[src/rtl/isp_pkg.sv]
// Shared types and constants for the ISP auto-white-balance stage.
package isp_pkg;

    localparam int GAIN_W = 10;

    // Gains are unsigned 2.8 fixed point.
    typedef logic [GAIN_W-1:0] gain_t;

    localparam gain_t GAIN_ONE = 10'h100;
    localparam gain_t GAIN_MAX = 10'h3FF;

    typedef enum logic [1:0] {
        IDLE,
        DIV_R,
        DIV_B,
        DONE
    } awb_state_t;

    typedef struct packed {
        logic [7:0] r;
        logic [7:0] g;
        logic [7:0] b;
    } pix_t;

endpackage

[src/rtl/isp_seq_div.sv]
// Restoring divider, one quotient bit per cycle; the first bit is resolved on the start cycle,
// so the quotient is ready DVD_W cycles after start, flagged by a one-cycle done pulse.
module isp_seq_div #(
    parameter int DVD_W = 40,
    parameter int DVS_W = 32
) (
    input  logic             clk,
    input  logic             reset,
    input  logic             start,
    input  logic [DVD_W-1:0] dividend,
    input  logic [DVS_W-1:0] divisor,
    output logic             done,
    output logic [DVD_W-1:0] quotient
);

    localparam int CNT_W = $clog2(DVD_W + 1);

    logic [DVS_W-1:0] rem_q, dvs_q, src_rem, src_dvs, rem_n;
    logic [DVD_W-1:0] dvd_q, src_dvd, dvd_n;
    logic [DVS_W:0]   trial;
    logic             fits;
    logic [CNT_W-1:0] cnt_q;
    logic             run_q;

    // Quotient bits shift in at the bottom as dividend bits leave the top.
    always_comb begin
        src_rem = start ? '0 : rem_q;
        src_dvs = start ? divisor : dvs_q;
        src_dvd = start ? dividend : dvd_q;
        trial   = {src_rem, src_dvd[DVD_W-1]};
        fits    = trial >= {1'b0, src_dvs};
        rem_n   = fits ? DVS_W'(trial - {1'b0, src_dvs}) : trial[DVS_W-1:0];
        dvd_n   = {src_dvd[DVD_W-2:0], fits};
    end

    // NOTE: state registers use non-blocking assignments so every flop samples pre-edge values.
    always_ff @(posedge clk or posedge reset) begin
        if (reset) begin
            rem_q <= '0;
            dvs_q <= '0;
            dvd_q <= '0;
            cnt_q <= '0;
            run_q <= 1'b0;
            done  <= 1'b0;
        end else begin
            done <= 1'b0;
            if (start) begin
                rem_q <= rem_n;
                dvd_q <= dvd_n;
                dvs_q <= divisor;
                cnt_q <= CNT_W'(DVD_W - 1);
                run_q <= 1'b1;
            end else if (run_q) begin
                rem_q <= rem_n;
                dvd_q <= dvd_n;
                cnt_q <= cnt_q - 1'b1;
                if (cnt_q == CNT_W'(1)) begin
                    run_q <= 1'b0;
                    done  <= 1'b1;
                end
            end
        end
    end

    assign quotient = dvd_q;

endmodule

[src/rtl/isp_awb_gain.sv]
// Gray-world auto-white-balance: per-frame channel sums, R/B gain division after frame end,
// and a 2-cycle gain pipeline whose gains switch only at frame start.
module isp_awb_gain
    import isp_pkg::*;
#(
    parameter int               ACC_W    = 32,
    parameter int               GAIN_W   = 10,
    parameter logic [GAIN_W-1:0] GAIN_MAX = 10'h3FF
) (
    input  logic              clk,
    input  logic              reset,
    input  logic              awb_en,
    input  logic              in_frame,
    input  pix_t              pix_in,
    input  logic              pix_in_vld,
    output pix_t              pix_out,
    output logic              pix_out_vld,
    output logic [GAIN_W-1:0] gain_r,
    output logic [GAIN_W-1:0] gain_b,
    output logic              busy,
    output logic              stats_ovf
);

    localparam int DVD_W  = ACC_W + 8;
    localparam int PROD_W = 8 + GAIN_W;
    localparam logic [GAIN_W-1:0] UNITY = GAIN_W'(GAIN_ONE);

    logic              in_frame_q, frame_rise, frame_fall;
    logic [ACC_W-1:0]  sum_r, sum_g, sum_b, snap_r, snap_g, snap_b;
    logic [ACC_W:0]    add_r, add_g, add_b;
    logic              add_ovf;
    awb_state_t        state, state_n;
    logic              div_start, div_done;
    logic [DVD_W-1:0]  div_dvd, quotient;
    logic [ACC_W-1:0]  div_dvs;
    logic [GAIN_W-1:0] shadow_r, shadow_b, res_r, res_b, quot_sat, gr_eff, gb_eff;
    logic [PROD_W-1:0] s1_prod_r, s1_prod_b;
    logic [7:0]        s1_g;
    logic              s1_vld;

    function automatic logic [7:0] round_sat(input logic [PROD_W-1:0] prod);
        logic [PROD_W:0] s;
        s = {1'b0, prod} + (PROD_W + 1)'(8'h80);
        return (|s[PROD_W:16]) ? 8'hFF : s[15:8];
    endfunction

    assign frame_rise = in_frame & ~in_frame_q;
    assign frame_fall = ~in_frame & in_frame_q;
    assign busy       = (state != IDLE);

    always_comb begin
        add_r   = {1'b0, sum_r} + (ACC_W + 1)'(pix_in.r);
        add_g   = {1'b0, sum_g} + (ACC_W + 1)'(pix_in.g);
        add_b   = {1'b0, sum_b} + (ACC_W + 1)'(pix_in.b);
        add_ovf = add_r[ACC_W] | add_g[ACC_W] | add_b[ACC_W];
    end

    // The R divide is launched straight from the live sums on the frame-end cycle so the
    // busy window is exactly two divides plus DONE.
    // NOTE: every output of this block is given a default first, so no latch can be inferred.
    always_comb begin
        state_n   = state;
        div_start = 1'b0;
        div_dvd   = {snap_g, 8'h00};
        div_dvs   = snap_r;
        unique case (state)
            IDLE: if (frame_fall) begin
                state_n   = DIV_R;
                div_start = (sum_r != '0);
                div_dvd   = {sum_g, 8'h00};
                div_dvs   = sum_r;
            end
            DIV_R: if (snap_r == '0 || div_done) begin
                state_n   = DIV_B;
                div_start = (snap_b != '0);
                div_dvs   = snap_b;
            end
            DIV_B: if (snap_b == '0 || div_done) state_n = DONE;
            DONE:  state_n = IDLE;
            default: state_n = IDLE;
        endcase
    end

    assign quot_sat = (quotient > DVD_W'(GAIN_MAX)) ? GAIN_MAX : quotient[GAIN_W-1:0];

    isp_seq_div #(
        .DVD_W(DVD_W),
        .DVS_W(ACC_W)
    ) u_div (
        .clk     (clk),
        .reset   (reset),
        .start   (div_start),
        .dividend(div_dvd),
        .divisor (div_dvs),
        .done    (div_done),
        .quotient(quotient)
    );

    always_ff @(posedge clk or posedge reset) begin
        if (reset) begin
            in_frame_q <= 1'b0;
            sum_r      <= '0;
            sum_g      <= '0;
            sum_b      <= '0;
            stats_ovf  <= 1'b0;
        end else begin
            in_frame_q <= in_frame;
            if (frame_rise) begin
                sum_r <= pix_in_vld ? ACC_W'(pix_in.r) : '0;
                sum_g <= pix_in_vld ? ACC_W'(pix_in.g) : '0;
                sum_b <= pix_in_vld ? ACC_W'(pix_in.b) : '0;
            end else if (pix_in_vld) begin
                sum_r <= add_r[ACC_W] ? '1 : add_r[ACC_W-1:0];
                sum_g <= add_g[ACC_W] ? '1 : add_g[ACC_W-1:0];
                sum_b <= add_b[ACC_W] ? '1 : add_b[ACC_W-1:0];
            end
            if ((frame_fall && state != IDLE) || (!frame_rise && pix_in_vld && add_ovf))
                stats_ovf <= 1'b1;
        end
    end

    // res_* start from the current shadow so a skipped divide keeps the previous gain.
    always_ff @(posedge clk or posedge reset) begin
        if (reset) begin
            state    <= IDLE;
            snap_r   <= '0;
            snap_g   <= '0;
            snap_b   <= '0;
            res_r    <= UNITY;
            res_b    <= UNITY;
            shadow_r <= UNITY;
            shadow_b <= UNITY;
            gain_r   <= UNITY;
            gain_b   <= UNITY;
        end else begin
            state <= state_n;
            if (state == IDLE && frame_fall) begin
                snap_r <= sum_r;
                snap_g <= sum_g;
                snap_b <= sum_b;
                res_r  <= shadow_r;
                res_b  <= shadow_b;
            end
            if (state == DIV_R && div_done) res_r <= quot_sat;
            if (state == DIV_B && div_done) res_b <= quot_sat;
            if (state == DONE) begin
                shadow_r <= res_r;
                shadow_b <= res_b;
            end
            if (frame_rise) begin
                gain_r <= (state == DONE) ? res_r : shadow_r;
                gain_b <= (state == DONE) ? res_b : shadow_b;
            end
        end
    end

    assign gr_eff = awb_en ? gain_r : UNITY;
    assign gb_eff = awb_en ? gain_b : UNITY;

    always_ff @(posedge clk or posedge reset) begin
        if (reset) begin
            s1_vld      <= 1'b0;
            s1_prod_r   <= '0;
            s1_prod_b   <= '0;
            s1_g        <= '0;
            pix_out_vld <= 1'b0;
            pix_out     <= '0;
        end else begin
            s1_vld      <= pix_in_vld;
            pix_out_vld <= s1_vld;
            if (pix_in_vld) begin
                s1_prod_r <= PROD_W'(pix_in.r) * PROD_W'(gr_eff);
                s1_prod_b <= PROD_W'(pix_in.b) * PROD_W'(gb_eff);
                s1_g      <= pix_in.g;
            end
            if (s1_vld) begin
                pix_out.r <= round_sat(s1_prod_r);
                pix_out.g <= s1_g;
                pix_out.b <= round_sat(s1_prod_b);
            end
        end
    end

endmodule

[config.mk]
export PLATFORM = sky130hd
export DESIGN_NAME = isp_awb_gain
export DESIGN_NICKNAME = d
export VERILOG_FILES = /design/src/rtl/isp_pkg.sv /design/src/rtl/isp_seq_div.sv /design/src/rtl/isp_awb_gain.sv
export SDC_FILE = /design/constraint.sdc
export NUM_CORES = 2
export LEC_CHECK = 0
export CORE_MARGIN = 2
export CORE_UTILIZATION = 60
export CTS_BUF_LIST = sky130_fd_sc_hd__clkbuf_2 sky130_fd_sc_hd__clkbuf_4 sky130_fd_sc_hd__clkbuf_8
export CTS_CLUSTER_DIAMETER = 120
export DETAILED_ROUTE_END_ITERATION = 10
export GPL_ROUTABILITY_DRIVEN = 0
export HOLD_SLACK_MARGIN = 0.15
export PLACE_DENSITY = 0.78
export SLEW_MARGIN = 20
export SYNTH_ARGS = -nofsm -noshare
export SYNTH_HDL_FRONTEND = slang
export SYNTH_SLANG_ARGS = --single-unit
[constraint.sdc]
create_clock -name clk -period 15.22 [get_ports clk]
set_clock_uncertainty 0.15 [all_clocks]
set_input_delay 2.283 -clock clk [delete_from_list [all_inputs] [get_ports clk]]
set_output_delay 2.283 -clock clk [all_outputs]
set_load 0.01 [all_outputs]
==> impl_metrics.py <==
metrics = {
    "run_status": {
        "status": "completed",
    },
    "global_route": {
        "grt_pass1_vias": 22300,
        "grt_pass1_wl_um": 113000,
        "grt_max_degree": 170,
        "grt_use_total": 0.300,
        "grt_overflow": 0,
        "antenna_found_initial": 1,
    },
    "setup_path": {
        "cp_max_fo": 105,
        "cp_num_buf_inv": 3,
        "critical_path_class": "in2reg",
        "slowest_stage": "buf_4",
        "crit_chain": "clkdlybuf4s50_1 -> nand2b_1 -> nor2_4 -> buf_4 -> a222oi_1 -> nand2_1 -> o21ai_0 -> ha_1 -> o21ai_0 -> o21ai_1 -> o21a_1 -> a21oi_1 -> nor2_1 -> a31oi_2 -> buf_4 -> or3b_2 -> nand3_1 -> o311a_1",
        "crit_required_ns": 15.63,
        "critPathMaxStageDelay_ns": 0.89,
        "critPathLaunchType": "primary input",
        "worstPathArrival_ns": 8.18,
        "critical_path.endpoint_type": "register",
        "crit_family": "simple AND/OR/NAND/NOR gates",
    },
    "cts": {
        "htree_levels": 3,
        "cts_setup_buffers": 0,
        "clock-root-buffer": "clkbuf_8",
        "ctsHoldBuffers": 0,
        "clockBufferDepth": 3,
        "cts_tree": "built",
        "clkTransAtPathRegs_ns": 0.05,
        "insertion_delay_ns": 0.65,
        "cts_buffers": 75,
        "clkSinkCount": 424,
        "cts_resized": 0,
    },
    "floorplanning": {
        "ioPinCount": 76,
        "row_count": 77,
        "start_util": 0.605,
        "die-area_mm2": 0.0461,
        "core_region_area_mm2": 0.0440,
        "fp.dieH_um": 215,
        "die_w_um": 215,
    },
    "sta": {
        "fin_hold_ws_ns": 0.327,
        "period_needed_ns": 7.77,
        "setup_tns_ns": 0,
        "slew_viol_final": 0,
        "finalSetupViolCount": 0,
        "tightestPinTransition_ns": 1.17,
        "rsz0062_at_grt": "no",
        "max_freq_mhz": 129,
        "period_share": 0.510,
        "hold_viol": 0,
        "relSlewSlack": 0.221,
    },
    "logic_synthesis": {
        "syn_area_per_cell_um2": 8.94,
        "netlist_area_mm2": 0.0266,
        "synth.distinct_cells": 78,
        "ys_seq_elements": 424,
        "ys_seq_area_frac": 0.398,
        "synth_warnings": 0,
        "synthesis.nets": 3243,
        "yosysTopAreaCellShare": 0.393,
        "ys_async_sr_fraction": 1.00,
        "synth_cells": 2982,
        "synthFlopType": "dfrtp_1",
        "synth_top_cell_by_area": "dfrtp_1",
        "synth_edf_count": 0,
        "synth_area_leaders": "dfrtp_1 39%, nand2_1 8.9%, fa_1 7.4%",
    },
    "place": {
        "port_buffers": 75,
        "dpl.hpwl_um": 47000,
    },
    "drt": {
        "drt_first_pass_iters": 9,
        "wire_per_inst_um": 18.7,
        "route.vias.total": 22200,
        "vias_per_cell": 6.11,
        "wl_um": 68200,
        "drt-initial-drc-count": 2554,
        "drtAntennaViolNets": 0,
        "drc_errors": 0,
    },
    "power": {
        "ir_drop_mv": 0.184,
        "p_per_area_mw_per_mm2": 213,
        "power.leakage_uw": 0.0144,
        "power_uw": 6270,
    },
    "finish": {
        "fillers": 3525,
        "mostFrequentLayoutCell": "nand2_1",
        "mostFrequentLayoutCells": "632 x nand2_1, 417 x dfrtp_1, 218 x inv_1",
        "area_delta_synth_final_pct": 10.3,
        "antenna_cells": 0,
        "drive_gt1_frac": 0.0803,
        "nets": 3253,
    },
    "run": {
        "drv_cap": 0,
    },
    "hold_path": {
        "hp-class": "reg2reg",
    },
}
==> sequential cells by signal, indices dropped and copies added (netlist names), 2 cells and up <==
name	count
u_div.quotient	40
u_div.cnt_q	6
res_b	10
sum_r	32
snap_r	32
pix_out	24
sum_b	32
s1_prod_b	11
snap_b	32
snap_g	32
gain_b	10
gain_r	10
s1_prod_r	11
u_div.dvs_q	32
sum_g	32
state	2
shadow_b	10
res_r	10
u_div.rem_q	32
shadow_r	10
s1_g	8
==> cells by family after synthesis <==
kind of cell | synth area share
compound gates | 0.134
xor+xnor | 0.0250
fa+ha+maj | 0.137
buf+inv | 0.0552
flops | 0.398
mux | 0.0415
simple gates | 0.209
==> per-stage QoR <==
stage / std cells / utilization / cell area [um^2] / setup WS, ns
2_1_floorplan: 2982 / - / 26600 / 0.992
3_3_place_gp: 3506 / 0.629 / 27700 / 7.08
3_5_place_dp: 3507 / 0.629 / 27700 / 6.93
4_1_cts: 3642 / 0.667 / 29400 / 7.58
5_1_grt: 3642 / 0.667 / 29400 / 7.09
6_report: 3642 / 0.667 / 29400 / 7.45
==> synth_stat cells (all sizes together), types with 29 or more instances <==
cell	number
nand2	632
dfrtp	418
inv	219
nor2	160
o21ai	157
ha	134
clkbuf	133
a21oi	118
and3	106
fa	98
nand3	93
nor3	56
and2	55
mux2	52
mux2i	52
xnor2	51
nor4	41
o21a	40
a222oi	32
buf	29
==> metal layers <==
layer	GRT usage	vias to the layer above	wire, um
met3	0.0585	176	5510
li1	-	10200	-
met1	0.409	10900	28700
met5	0	-	10
met4	0.124	2	2430
met2	0.474	933	31500
==> worst register-to-register path: stages, from the launching register on <==
cell and delay [ns]:
dfrtp_1 0.40, inv_1 0.11, ha_1 0.32, inv_1 0.28
nor2_4 0.64, buf_4 0.89, a222oi_1 0.37, nand2_1 0.12
o21ai_0 0.14, ha_1 0.42, o21ai_0 0.14, o21ai_1 0.35
o21a_1 0.28, a21oi_1 0.17, nor2_1 0.33, a31oi_2 0.24
buf_4 0.28, or3b_2 0.50, nand3_1 0.10, o311a_1 0.18
==> final timing paths <==
| kind | from | end | slack (ns) | depth (start not counted) |
|---|---|---|---|---|
| worst max register to register | state[0] | u_div.rem_q[22] | 8.73 | 19 |
| min in group asynchronous | reset | pix_out[4] | 2.01 | 2 |
| worst max-delay path | in_frame | u_div.rem_q[22] | 7.45 | 18 |
| worst min-delay path | snap_g[6] | snap_g[6] | 0.33 | 2 |
| worst min register to register | snap_g[6] | snap_g[6] | 0.33 | 2 |
| max in group asynchronous | reset | u_div.rem_q[9] | 10.76 | 4 |
==> report_power, final <==
group          internal [uW]  switching [uW]  total [uW]  leakage [uW]
registers               1510             311        1820       0.00533
clock network            671             493        1160      0.000879
logic                   1420            1870        3290       0.00815
total                   3590            2670        6270        0.0144
==> layout make-up <==
cell class	instances	area, um^2	share of cell area
tap	592	741	0.0252
clock inverter	19	168	0.00571
timing repair buffer	95	910	0.0310
clock buffer	116	1520	0.0516
inverter	220	833	0.0284
multi-input combinational	2176	14600	0.497
sequential	424	10600	0.361
No activity file was read; power rests on OpenSTA's default activity.
